==> config.mk <==
export PLATFORM = sky130hd
export DESIGN_NAME = mem_port_arbiter
export DESIGN_NICKNAME = d
export VERILOG_FILES = /design/src/rtl/mem_port_arbiter.sv
export SDC_FILE = /design/constraint.sdc
export NUM_CORES = 1
export LEC_CHECK = 0
export CAP_MARGIN = 10
export CORE_ASPECT_RATIO = 1.1
export CORE_MARGIN = 2
export CORE_UTILIZATION = 34
export CTS_BUF_LIST = sky130_fd_sc_hd__clkbuf_4 sky130_fd_sc_hd__clkbuf_8
export DETAILED_ROUTE_END_ITERATION = 12
export DONT_BUFFER_PORTS = 1
export PLACE_DENSITY_LB_ADDON = 0.12
export REMOVE_ABC_BUFFERS = 1
export SLEW_MARGIN = 0
export SYNTH_ARGS = -nofsm -noshare
export SYNTH_HDL_FRONTEND = slang
export SYNTH_SLANG_ARGS = --single-unit
export TNS_END_PERCENT = 1
==> constraint.sdc <==
create_clock -name clk -period 1.7 [get_ports clk]
set_input_delay 0.17 -clock clk [delete_from_list [all_inputs] [get_ports clk]]
set_output_delay 0.17 -clock clk [all_outputs]
set_load 0.05 [all_outputs]
==> src/rtl/mem_port_arbiter.sv <==
// Arbitrates the fetch (I) and data (D) ports onto one single-port RAM, with a per-access watchdog.
// Optional ARB_ROUND_ROBIN_EN macro: round-robin ties instead of fixed D priority.
module mem_port_arbiter #(
  parameter int unsigned DATA_WIDTH     = 32,
  parameter int unsigned ADDR_WIDTH     = 20,
  parameter int unsigned TIMEOUT_CYCLES = 16,
  parameter int unsigned TO_CNT_WIDTH   = 8
) (
  input  logic                  clk,
  input  logic                  rst,
  input  logic                  i_valid,
  input  logic [ADDR_WIDTH-1:0] i_addr,
  output logic [DATA_WIDTH-1:0] i_rdata,
  output logic                  i_ready,
  input  logic                  d_valid,
  input  logic [3:0]            d_wstrb,
  input  logic [ADDR_WIDTH-1:0] d_addr,
  input  logic [DATA_WIDTH-1:0] d_wdata,
  output logic [DATA_WIDTH-1:0] d_rdata,
  output logic                  d_ready,
  output logic                  mem_valid,
  output logic [3:0]            mem_wstrb,
  output logic [ADDR_WIDTH-1:0] mem_addr,
  output logic [DATA_WIDTH-1:0] mem_wdata,
  input  logic [DATA_WIDTH-1:0] mem_rdata,
  input  logic                  mem_ready,
  output logic                  bus_err,
  output logic                  grant_d
);

  typedef enum logic [1:0] {StIdle, StBusy, StResp} state_e;

  localparam logic [TO_CNT_WIDTH-1:0] TimeoutVal = TO_CNT_WIDTH'(TIMEOUT_CYCLES);
  localparam bit WdogEn = (TIMEOUT_CYCLES != 0);

  state_e                  state_q;
  logic [ADDR_WIDTH-1:0]   addr_q;
  logic [3:0]              wstrb_q;
  logic [DATA_WIDTH-1:0]   wdata_q;
  logic [DATA_WIDTH-1:0]   rdata_q;
  logic [TO_CNT_WIDTH-1:0] cnt_q;
  logic                    err_q;
  logic                    grant_d_q;
  logic                    last_grant_q;  // 1 = D
  logic                    mem_valid_q;
  logic                    i_ready_q;
  logic                    d_ready_q;
  logic                    pick_d;

  always_comb begin
    pick_d = 1'b0;
`ifdef ARB_ROUND_ROBIN_EN
    // On a tie, the port that did not win last time gets the grant.
    pick_d = d_valid && (!i_valid || !last_grant_q);
`else
    pick_d = d_valid;
`endif
  end

  always_ff @(posedge clk) begin
    if (rst) begin
      state_q      <= StIdle;
      addr_q       <= '0;
      wstrb_q      <= '0;
      wdata_q      <= '0;
      rdata_q      <= '0;
      cnt_q        <= '0;
      err_q        <= 1'b0;
      grant_d_q    <= 1'b0;
      last_grant_q <= 1'b0;
      mem_valid_q  <= 1'b0;
      i_ready_q    <= 1'b0;
      d_ready_q    <= 1'b0;
    end else begin
      unique case (state_q)
        StIdle: begin
          if (i_valid || d_valid) begin
            grant_d_q   <= pick_d;
            addr_q      <= pick_d ? d_addr  : i_addr;
            wstrb_q     <= pick_d ? d_wstrb : 4'b0000;
            wdata_q     <= pick_d ? d_wdata : '0;
            cnt_q       <= '0;
            mem_valid_q <= 1'b1;
            state_q     <= StBusy;
          end
        end
        StBusy: begin
          if (mem_ready) begin
            rdata_q     <= mem_rdata;
            mem_valid_q <= 1'b0;
            i_ready_q   <= !grant_d_q;
            d_ready_q   <= grant_d_q;
            state_q     <= StResp;
          end else if (WdogEn && (cnt_q == TimeoutVal)) begin
            rdata_q     <= '0;
            err_q       <= 1'b1;
            mem_valid_q <= 1'b0;
            i_ready_q   <= !grant_d_q;
            d_ready_q   <= grant_d_q;
            state_q     <= StResp;
          end else if (WdogEn) begin
            cnt_q <= cnt_q + TO_CNT_WIDTH'(1);
          end
        end
        StResp: begin
          i_ready_q    <= 1'b0;
          d_ready_q    <= 1'b0;
          err_q        <= 1'b0;
          cnt_q        <= '0;
          last_grant_q <= grant_d_q;
          state_q      <= StIdle;
        end
        default: state_q <= StIdle;
      endcase
    end
  end

  assign mem_valid = mem_valid_q;
  assign mem_addr  = addr_q;
  assign mem_wstrb = wstrb_q;
  assign mem_wdata = wdata_q;
  assign i_ready   = i_ready_q;
  assign d_ready   = d_ready_q;
  assign i_rdata   = i_ready_q ? rdata_q : '0;
  assign d_rdata   = d_ready_q ? rdata_q : '0;
  assign bus_err   = err_q;
  // In IDLE the status reflects the last completed grant; otherwise the in-flight one.
  assign grant_d   = (state_q == StIdle) ? last_grant_q : grant_d_q;

endmodule

==> results.sh, run 1 <==
export IMPL_status="finished clean"
export IMPL_h_tree_depth=3
export IMPL_path_cells="inv_2 -> ha_2 -> and4bb_4 -> a211oi_2 -> or3_4 -> a31oi_2"
export IMPL_antenna_found_initial=0
export IMPL_gp_congestion=0.7416
export IMPL_vias=3972
export IMPL_syn_instance_count=444
export IMPL_die_width_um=110.9
export IMPL_clock_skew_ns=0.01283
export IMPL_whs_ns=0.03044
export IMPL_synth_compound_area_frac=0.2227
export IMPL_timing_setup_tns_ns=0
export IMPL_cts_tree="done"
export IMPL_place_hpwl_um=8560
export IMPL_num_rows=42
export IMPL_grt_ovfl_total=0
export IMPL_synth_edf_count=0
export IMPL_worst_path_max_delay_cell="or3_4"
export IMPL_post_route_util=0.5773
export IMPL_clockBufferDepth=2
export IMPL_period_share=0.9767
export IMPL_ys_seq_area_frac=0.4875
export IMPL_wire_per_inst_um=16.65
export IMPL_layout_setup_ws_ns=0.03967
export IMPL_cts_clk_slew_worst_paths_ns=0.10
export IMPL_min_period_ns=1.660
export IMPL_critPathCaptureType="register"
export IMPL_instances_no_fill=770
export IMPL_drc=0
export IMPL_maxSlewViolCount=0
export IMPL_grt_max_degree=67
export IMPL_placed_cells=682
export IMPL_tightest_slew_ns=0.5647
export IMPL_power_density_nw_per_um2=784.4
export IMPL_max_stage_delay_ns=0.45
export IMPL_synth_top_family_by_area="compound AO/OA/AOI/OAI gates"
export IMPL_design_core_area_um2=12140
export IMPL_synthFlopType="dfxtp_1"
export IMPL_final_layout_size_suffix_gt1_frac=0.2573
export IMPL_io_pins=238
export IMPL_drt_iter0_markers=212
export IMPL_place_ws_ns=-0.09738
export IMPL_synthArstFlopShare=0
export IMPL_worstSkewPairLatency_ns=0.37
export IMPL_fin_nets=724
export IMPL_grt_usage=0.1865
export IMPL_yosysMostFrequentCell="dfxtp_1"
export IMPL_clkSinkCount=104
export IMPL_min_path_type="in -> reg"
export IMPL_setup_viol=0
export IMPL_max_freq_ghz=0.6023
export IMPL_yosysWarnings=0
export IMPL_grt_setup_unrepaired="yes"
export IMPL_die_h_um=121.5
export IMPL_yosys_area_share_adder=0.005860
export IMPL_area_growth_pct=64.11
export IMPL_wl_um=12820
export IMPL_drv_cap=0
export IMPL_yosys_area_share_simple=0.1907
export IMPL_cts_buffers=9
export IMPL_ir_drop_mv=0.4854
export IMPL_start_kind="register"
export IMPL_start_util=0.3518
export IMPL_path_max_fanout=7
export IMPL_syn_area_per_cell_um2=9.618
export IMPL_p_leak_nw=2.848
export IMPL_relSlewSlack=0.6230
export IMPL_first_pass_iters=4
export IMPL_cts_setup_buffers=0
export IMPL_ff2ff_setup_slack_ns=0.04
export IMPL_synth_seq_cells=104
export IMPL_arrival_ns=1.95
export IMPL_io_buffers=0
export IMPL_synth_top_area_frac=0.4875
export IMPL_grt_pass1_wl_um=20430
export IMPL_dieArea_um2=13470
export IMPL_root_buffer="clkbuf_8"
export IMPL_finalHoldViolCount=0
export IMPL_synthMuxAreaShare=0.05420
export IMPL_first_global_vias=3980
export IMPL_synth_top_area_cell="dfxtp_1"
export IMPL_synth_area_top_cells="dfxtp_1 49%, and2_1 9.5%, a22o_1 6.6%"
export IMPL_ant_nets=0
export IMPL_via_per_inst=5.158
export IMPL_ys_top_cells_by_count="104 x dfxtp_1, 69 x nor2_1, 65 x and2_1, 36 x a22oi_1, 32 x a22o_1"
export IMPL_critical_path_class="reg -> reg"
export IMPL_ys_types=39
export IMPL_synth_xor_area_frac=0
export IMPL_fill_cells=1025
export IMPL_crit_required_ns=1.99
export IMPL_synth_area_um2=4270
==> routing by layer <==
metal | track usage | up-vias | wire length, um
met1 | 0.2171 | 1850 | 5078
li1 | - | 1910 | -
met5 | 0 | - | 0
met4 | 0.06641 | 0 | 185
met3 | 0.05871 | 15 | 964
met2 | 0.3255 | 197 | 6593
==> repair_timing <==
item / 4_1_cts / 5_1_grt
pin swaps: 1 / 1
resized for setup: 2 / 5
hold endpoints to repair: 97 / 0
setup endpoints to repair: 10 / 39
hold buffers: 70 / 0
==> registers in the layout, indices dropped and copies added (netlist names) <==
signal,count
mem_wdata,32
cnt_q,8
state_q,2
grant_d_q,1
d_ready,1
mem_wstrb,4
mem_addr,20
mem_valid,1
bus_err,1
i_ready,1
rdata_q,32
last_grant_q,1
==> kinds of logic after synthesis <==
logic type	Yosys count
DFF	104
and+or+nand+nor	156
AOI/OAI and AO/OA	120
buffers and inverters	39
adders and majority gates	2
muxes	23
==> path summary, 6_finish.rpt <==
check	start	end	cells after the start
max	cnt_q[0]$_SDFFE_PP0P_	cnt_q[7]$_SDFFE_PP0P_	6
min	rst	cnt_q[2]$_SDFFE_PP0P_	2
max reg2reg	cnt_q[0]$_SDFFE_PP0P_	cnt_q[7]$_SDFFE_PP0P_	6
min reg2reg	rdata_q[4]$_SDFFE_PP0P_	rdata_q[4]$_SDFFE_PP0P_	1
==> cell usage in the layout (no fill, tap or decap), types with 2 or more instances in the layout <==
master,n
a211oi_1,20
a21boi_0,2
a21oi_1,8
a22o_1,32
a22oi_1,36
a31oi_2,5
a41oi_1,2
and2_1,65
buf_12,68
buf_4,52
clkbuf_8,9
clkinv_4,2
dfxtp_1,102
dfxtp_2,2
diode_2,2
dlygate4sd3_1,69
inv_1,2
mux2i_1,22
nand2_1,5
nand3_1,3
nor2_1,68
nor2b_1,3
o21a_1,2
o21ai_0,4
or3_1,2
==> where the power goes <==
group          switching [mW]  leakage [nW]  internal (mW)  total (mW)
combinational           0.716          1.90          0.463        1.18
clock                   0.844         0.100          0.706        1.55
sequential              0.177         0.853           2.59        2.77
total                    1.74          2.85           3.76        5.50
==> final cells by class <==
cell class	instances	area, um2	area share
Clock inverter	6	68.82	0.009820
Inverter	3	11.26	0.001607
Antenna cell	2	5.005	0.0007142
Clock buffer	10	131.4	0.01875
Sequential cell	104	2085	0.2974
Timing Repair Buffer	190	2470	0.3524
Tap cell	154	192.7	0.02750
Multi-Input combinational cell	301	2044	0.2917
==> per-stage QoR <==
| stage | instance area (um2) | power, mW |
|---|---|---|
| 3_3_place_gp | 6068 | 3.807 |
| 6_report | 7008 | 5.497 |
| 4_1_cts | 6994 | 5.567 |
| 2_1_floorplan | 4115 | 3.494 |
| 3_5_place_dp | 6068 | 3.825 |
| 5_1_grt | 7003 | 5.778 |
==> worst max-delay path, delay by kind of cell, from the launching register on <==
family	cells	cell delay (ns)
buffers and inverters	1	0.06
flip-flops	1	0.35
AO/OA/AOI/OAI	2	0.29
AND/OR/NAND/NOR	2	0.72
adder cells (fa/ha/maj)	1	0.16
No activity file was read; power rests on OpenSTA's default activity.
==> inputs of run 2 (changes only) <==
--- a/config.mk
+++ b/config.mk
@@ -14,6 +14,7 @@
 export DONT_BUFFER_PORTS = 1
 export PLACE_DENSITY_LB_ADDON = 0.12
 export REMOVE_ABC_BUFFERS = 1
+export SETUP_SLACK_MARGIN = 0.2
 export SLEW_MARGIN = 0
 export SYNTH_ARGS = -nofsm -noshare
 export SYNTH_HDL_FRONTEND = slang
==> run 2 against run 1 <==
The flow now finishes with violations (hold timing). Non-clock buffer count fell by 25. Die area unchanged. Clock-buffer cell count is the same. Routed wire length fell by 0.55%. Via count down 2.2%. Combinational power decreased by 3%. Critical path type unchanged. Largest cell class unchanged. Largest power group unchanged.
==> results.sh, run 2 (same netlist as run 1, synthesis figures left out) <==
export IMPL_status="finished, violations left"
export IMPL_violations="hold timing"
export IMPL_dieArea_um2=13470
export IMPL_grt_pass1_wl_um=19910
export IMPL_clock_skew_ns=0.01262
export IMPL_critPathCaptureType="register"
export IMPL_place_ws_ns=-0.09738
export IMPL_clockBufferDepth=2
export IMPL_worstSkewPairLatency_ns=0.37
export IMPL_final_common_cell="dfxtp_1"
export IMPL_min_period_ns=1.637
export IMPL_final_cell_mix="100 x dfxtp_1, 70 x buf_12, 67 x nor2_1"
export IMPL_crit_required_ns=2.00
export IMPL_first_pass_iters=5
export IMPL_root_buffer="clkbuf_8"
export IMPL_die_width_um=110.9
export IMPL_finalHoldViolCount=64
export IMPL_total_power_mw=5.480
export IMPL_start_util=0.3518
export IMPL_gp_congestion=0.7416
export IMPL_cts_tree="done"
export IMPL_max_freq_ghz=0.6109
export IMPL_relSlewSlack=0.6317
export IMPL_maxSlewViolCount=0
export IMPL_cts_buffers=9
export IMPL_h_tree_depth=3
export IMPL_ant_nets=0
export IMPL_io_pins=238
export IMPL_grt_setup_unrepaired="yes"
export IMPL_worst_r2r_cell_count=7
export IMPL_arrival_ns=1.94
export IMPL_drc=0
export IMPL_fin_nets=699
export IMPL_cts_clk_slew_worst_paths_ns=0.10
export IMPL_clkSinkCount=104
export IMPL_antenna_found_initial=0
export IMPL_wire_per_inst_um=17.14
export IMPL_fill_cells=1037
export IMPL_area_growth_pct=62.26
export IMPL_drv_cap=0
export IMPL_layout_setup_ws_ns=0.06302
export IMPL_grt_ovfl_total=0
export IMPL_wl_um=12750
export IMPL_whs_ns=-0.1427
export IMPL_first_global_vias=3818
export IMPL_io_buffers=0
export IMPL_period_share=0.9629
export IMPL_via_per_inst=5.220
export IMPL_holdBufCountCts=32
export IMPL_p_leak_nw=2.827
export IMPL_worstHoldPathCells=1
export IMPL_num_rows=42
export IMPL_setup_viol=0
export IMPL_die_h_um=121.5
export IMPL_grt_usage=0.1836
export IMPL_ir_drop_mv=0.4302
export IMPL_design_core_area_um2=12140
export IMPL_place_hpwl_um=8560
export IMPL_critical_path_class="reg -> reg"
export IMPL_start_kind="register"
export IMPL_min_path_type="in -> reg"
export IMPL_vias=3884
export IMPL_drt_iter0_markers=188
export IMPL_path_max_fanout=7
export IMPL_final_layout_size_suffix_gt1_frac=0.3616
export IMPL_tightest_slew_ns=0.5517
export IMPL_grt_max_degree=72
export IMPL_power_density_nw_per_um2=790.8
==> run 2: cell types whose count changed in the layout (fill, tap and decap cells not counted), moves of 2 or more <==
cell,previous run,this run
dfxtp_1,102,100
a21oi_1,8,6
a31oi_2,5,3
dfxtp_2,2,4
buf_6,0,3
dlygate4sd3_1,69,32
and2_4,0,37
and2_1,65,28
a31oi_4,0,2
buf_4,52,58
buf_12,68,70
==> run 2: final timing paths <==
kind	from	end	slack [ns]
max	cnt_q[0]$_SDFFE_PP0P_	cnt_q[3]$_SDFFE_PP0P_	0.06
min reg2reg	last_grant_q$_SDFFE_PP0P_	last_grant_q$_SDFFE_PP0P_	0.50
min	rst	mem_addr[5]$_SDFFE_PP0P_	-0.14
max reg2reg	cnt_q[0]$_SDFFE_PP0P_	cnt_q[3]$_SDFFE_PP0P_	0.06
==> run 2: layout make-up <==
| class | count | area, um2 | share of cell area |
|---|---|---|---|
| clock inverter | 6 | 68.82 | 0.009931 |
| clock buffer | 10 | 131.4 | 0.01896 |
| inverter | 3 | 11.26 | 0.001625 |
| multi-input combinational | 301 | 2190 | 0.3160 |
| timing repair buffer | 165 | 2246 | 0.3241 |
| antenna | 1 | 2.502 | 0.0003611 |
| tap | 154 | 192.7 | 0.02781 |
| sequential | 104 | 2087 | 0.3012 |
==> run 2: what timing repair did <==
item | 4_1_cts | 5_1_grt
endpoints found under the setup margin | 106 | 121
pin swaps | 18 | 26
endpoints found under the hold margin | 96 | 64
cloned | 2 | 0
gates resized for setup | 17 | 49
buffers inserted | 9 | 2
==> run 2: report_power, final <==
part / leakage (nW) / switching [mW] / internal, mW
combinational: 1.87 / 0.695 / 0.448
sequential: 0.853 / 0.180 / 2.59
clock: 0.100 / 0.859 / 0.706
==> run 2: routing by layer <==
metal / GRT usage / part of all wire / vias to the layer above
li1: - / - / 1856
met1: 0.2158 / 0.40 / 1805
met2: 0.3229 / 0.50 / 212
met3: 0.05622 / 0.086 / 11
met4: 0.05781 / 0.012 / 0
met5: 0 / 0 / -
==> run 2: stage by stage <==
stage	hold slack (ns)	utilization	setup TNS (ns)	area [um2]	cells
finish	-0.1427	0.5708	0	6929	744
global route	-0.1819	0.5706	-0.06822	6927	743
CTS	-0.1631	0.5579	0	6773	741
detailed placement	0.2502	0.4999	-0.5783	6068	682
global placement	0.2486	0.4999	0	6068	682
floorplan	0.2391	-	-29.89	4115	408
==> run 2: worst max-delay path, stage by stage, from the launching register on <==
cell	delay (ns)
dfxtp_2	0.34
inv_2	0.07
ha_4	0.13
and4bb_4	0.24
buf_6	0.11
a211oi_4	0.05
or3_4	0.45
a2bb2oi_2	0.18
==> inputs of run 3 (changes only) <==
--- a/config.mk
+++ b/config.mk
@@ -6,7 +6,7 @@
 export NUM_CORES = 1
 export LEC_CHECK = 0
 export CAP_MARGIN = 10
-export CORE_ASPECT_RATIO = 1.1
+export CORE_ASPECT_RATIO = 0.6
 export CORE_MARGIN = 2
 export CORE_UTILIZATION = 34
 export CTS_BUF_LIST = sky130_fd_sc_hd__clkbuf_4 sky130_fd_sc_hd__clkbuf_8
==> run 3 against run 2 <==
The flow finishes with violations (hold timing, setup timing). Worst hold slack worse by 0.00087 ns. Routed wire length is 2.4% higher. Total power is 2.5% higher. Sequential power hardly changed. Clock power is 8% higher. Non-clock buffer count is 5 higher.
==> results.sh, run 3 (same netlist as run 1, synthesis figures left out) <==
export IMPL_area_growth_pct=63.43
export IMPL_power_density_nw_per_um2=805.0
export IMPL_violations="hold timing, setup timing"
export IMPL_grt_ovfl_total=0
export IMPL_worstSkewPairLatency_ns=0.37
export IMPL_setup_viol=1
export IMPL_die_h_um=90.81
export IMPL_min_period_ns=1.702
export IMPL_status="finished, violations left"
export IMPL_p_leak_nw=2.854
export IMPL_die_width_um=148.7
export IMPL_whs_ns=-0.1436
export IMPL_maxSlewViolCount=0
export IMPL_clock_skew_ns=0.01132
export IMPL_io_buffers=0
export IMPL_final_cell_mix="101 x dfxtp_1, 70 x buf_12, 67 x nor2_1"
export IMPL_via_per_inst=5.120
export IMPL_period_share=1.001
export IMPL_place_hpwl_um=9063
export IMPL_dieArea_um2=13500
export IMPL_start_util=0.3517
export IMPL_relSlewSlack=0.6267
export IMPL_total_power_mw=5.618
export IMPL_drv_cap=0
export IMPL_instances_no_fill=759
export IMPL_start_kind="register"
export IMPL_vias=3886
export IMPL_io_pins=238
export IMPL_num_rows=31
export IMPL_cts_buffers=9
export IMPL_ant_nets=0
export IMPL_final_cell_area_um2=6979
export IMPL_cts_clk_slew_worst_paths_ns=0.11
export IMPL_design_core_area_um2=12140
export IMPL_gp_congestion=0.7700
export IMPL_drc=0
export IMPL_fin_nets=704
export IMPL_antenna_found_initial=0
export IMPL_h_tree_depth=3
export IMPL_grt_max_degree=72
export IMPL_wl_um=13050
export IMPL_post_route_util=0.5749
export IMPL_layout_setup_ws_ns=-0.002296
export IMPL_ir_drop_mv=0.4478
export IMPL_critical_path_class="reg -> reg"
export IMPL_crit_required_ns=1.99
export IMPL_drt_iter0_markers=239
export IMPL_grt_setup_unrepaired="yes"
export IMPL_grt_pass1_wl_um=20320
export IMPL_final_layout_size_suffix_gt1_frac=0.3451
export IMPL_clockBufferDepth=2
export IMPL_fill_cells=1018
export IMPL_finalHoldViolCount=64
export IMPL_wire_per_inst_um=17.20
export IMPL_first_global_vias=3656
export IMPL_clkSinkCount=104
export IMPL_holdBufCountCts=32
export IMPL_grt_usage=0.1901
export IMPL_root_buffer="clkbuf_8"
export IMPL_placed_cells=699
export IMPL_arrival_ns=2.00
export IMPL_first_pass_iters=4
export IMPL_critPathCaptureType="register"
export IMPL_tightest_slew_ns=0.5592
export IMPL_postPlaceCellArea_um2=6115
export IMPL_final_common_cell="dfxtp_1"
export IMPL_cts_tree="done"
export IMPL_min_path_type="in -> reg"
export IMPL_antennaDiodeCount=0
export IMPL_path_max_fanout=4
export IMPL_max_freq_ghz=0.5874
[run 3: cell types whose count changed in the layout (fill, tap and decap cells not counted), sizes merged]
cell,before,now
diode,1,0
buf,133,138
inv,4,6
clkinvlp,1,0
clkbuf,10,9
[run 3: path summary, 6_finish.rpt]
path | start | slack [ns] | end | depth (start not counted)
worst max-delay path | cnt_q[0]$_SDFFE_PP0P_ | -0.002 | cnt_q[6]$_SDFFE_PP0P_ | 10
worst min-delay path | rst | -0.14 | mem_addr[17]$_SDFFE_PP0P_ | 1
worst max register to register | cnt_q[0]$_SDFFE_PP0P_ | -0.002 | cnt_q[6]$_SDFFE_PP0P_ | 10
worst min register to register | rdata_q[15]$_SDFFE_PP0P_ | 0.51 | rdata_q[15]$_SDFFE_PP0P_ | 1
[run 3: what timing repair did]
item / 4_1_cts / 5_1_grt
endpoints found under the hold margin: 96 / 64
buffers inserted: 9 / 1
endpoints found under the setup margin: 128 / 160
resized for setup: 22 / 36
pin swaps: 10 / 24
cloned: 2 / 0
[run 3: layer usage]
metal	up-vias	wire, um	track usage
met1	1846	5764	0.2495
met3	11	1033	0.05909
met2	162	6144	0.3110
met5	-	0	0
li1	1867	-	-
met4	0	112	0.03492
[run 3: area by class of cell]
cell class | count | area [um2] | share of cell area
clock buffers | 9 | 123.9 | 0.01775
clock inverters | 7 | 97.59 | 0.01398
inverters | 3 | 11.26 | 0.001613
multi-input cells | 301 | 2152 | 0.3084
flip-flops and latches | 104 | 2086 | 0.2989
well taps | 165 | 206.4 | 0.02958
repair buffers | 170 | 2302 | 0.3299
[run 3: worst max-delay path, cell delays in order, from the launching register on]
cell,delay (ns)
dfxtp_2,0.35
inv_2,0.04
ha_2,0.16
and4bb_4,0.20
buf_6,0.12
buf_4,0.13
buf_6,0.11
a21boi_1,0.13
buf_4,0.17
a21oi_2,0.06
a31oi_2,0.14
[run 3: where the power goes]
part / leakage (nW) / total (mW) / internal, mW / switching [mW]
Clock: 0.112 / 1.68 / 0.730 / 0.952
Sequential: 0.853 / 2.74 / 2.59 / 0.144
Combinational: 1.89 / 1.20 / 0.464 / 0.737
Total: 2.85 / 5.62 / 3.79 / 1.83
[run 3: metrics by stage]
step	TNS [ns]	worst slack, ns
after floorplan	-29.89	-0.8574
after global placement	0	0.004052
after detailed placement	-0.1592	-0.05378
after CTS	0	0.02878
after global routing	-1.630	-0.07437
final	-0.002296	-0.002296
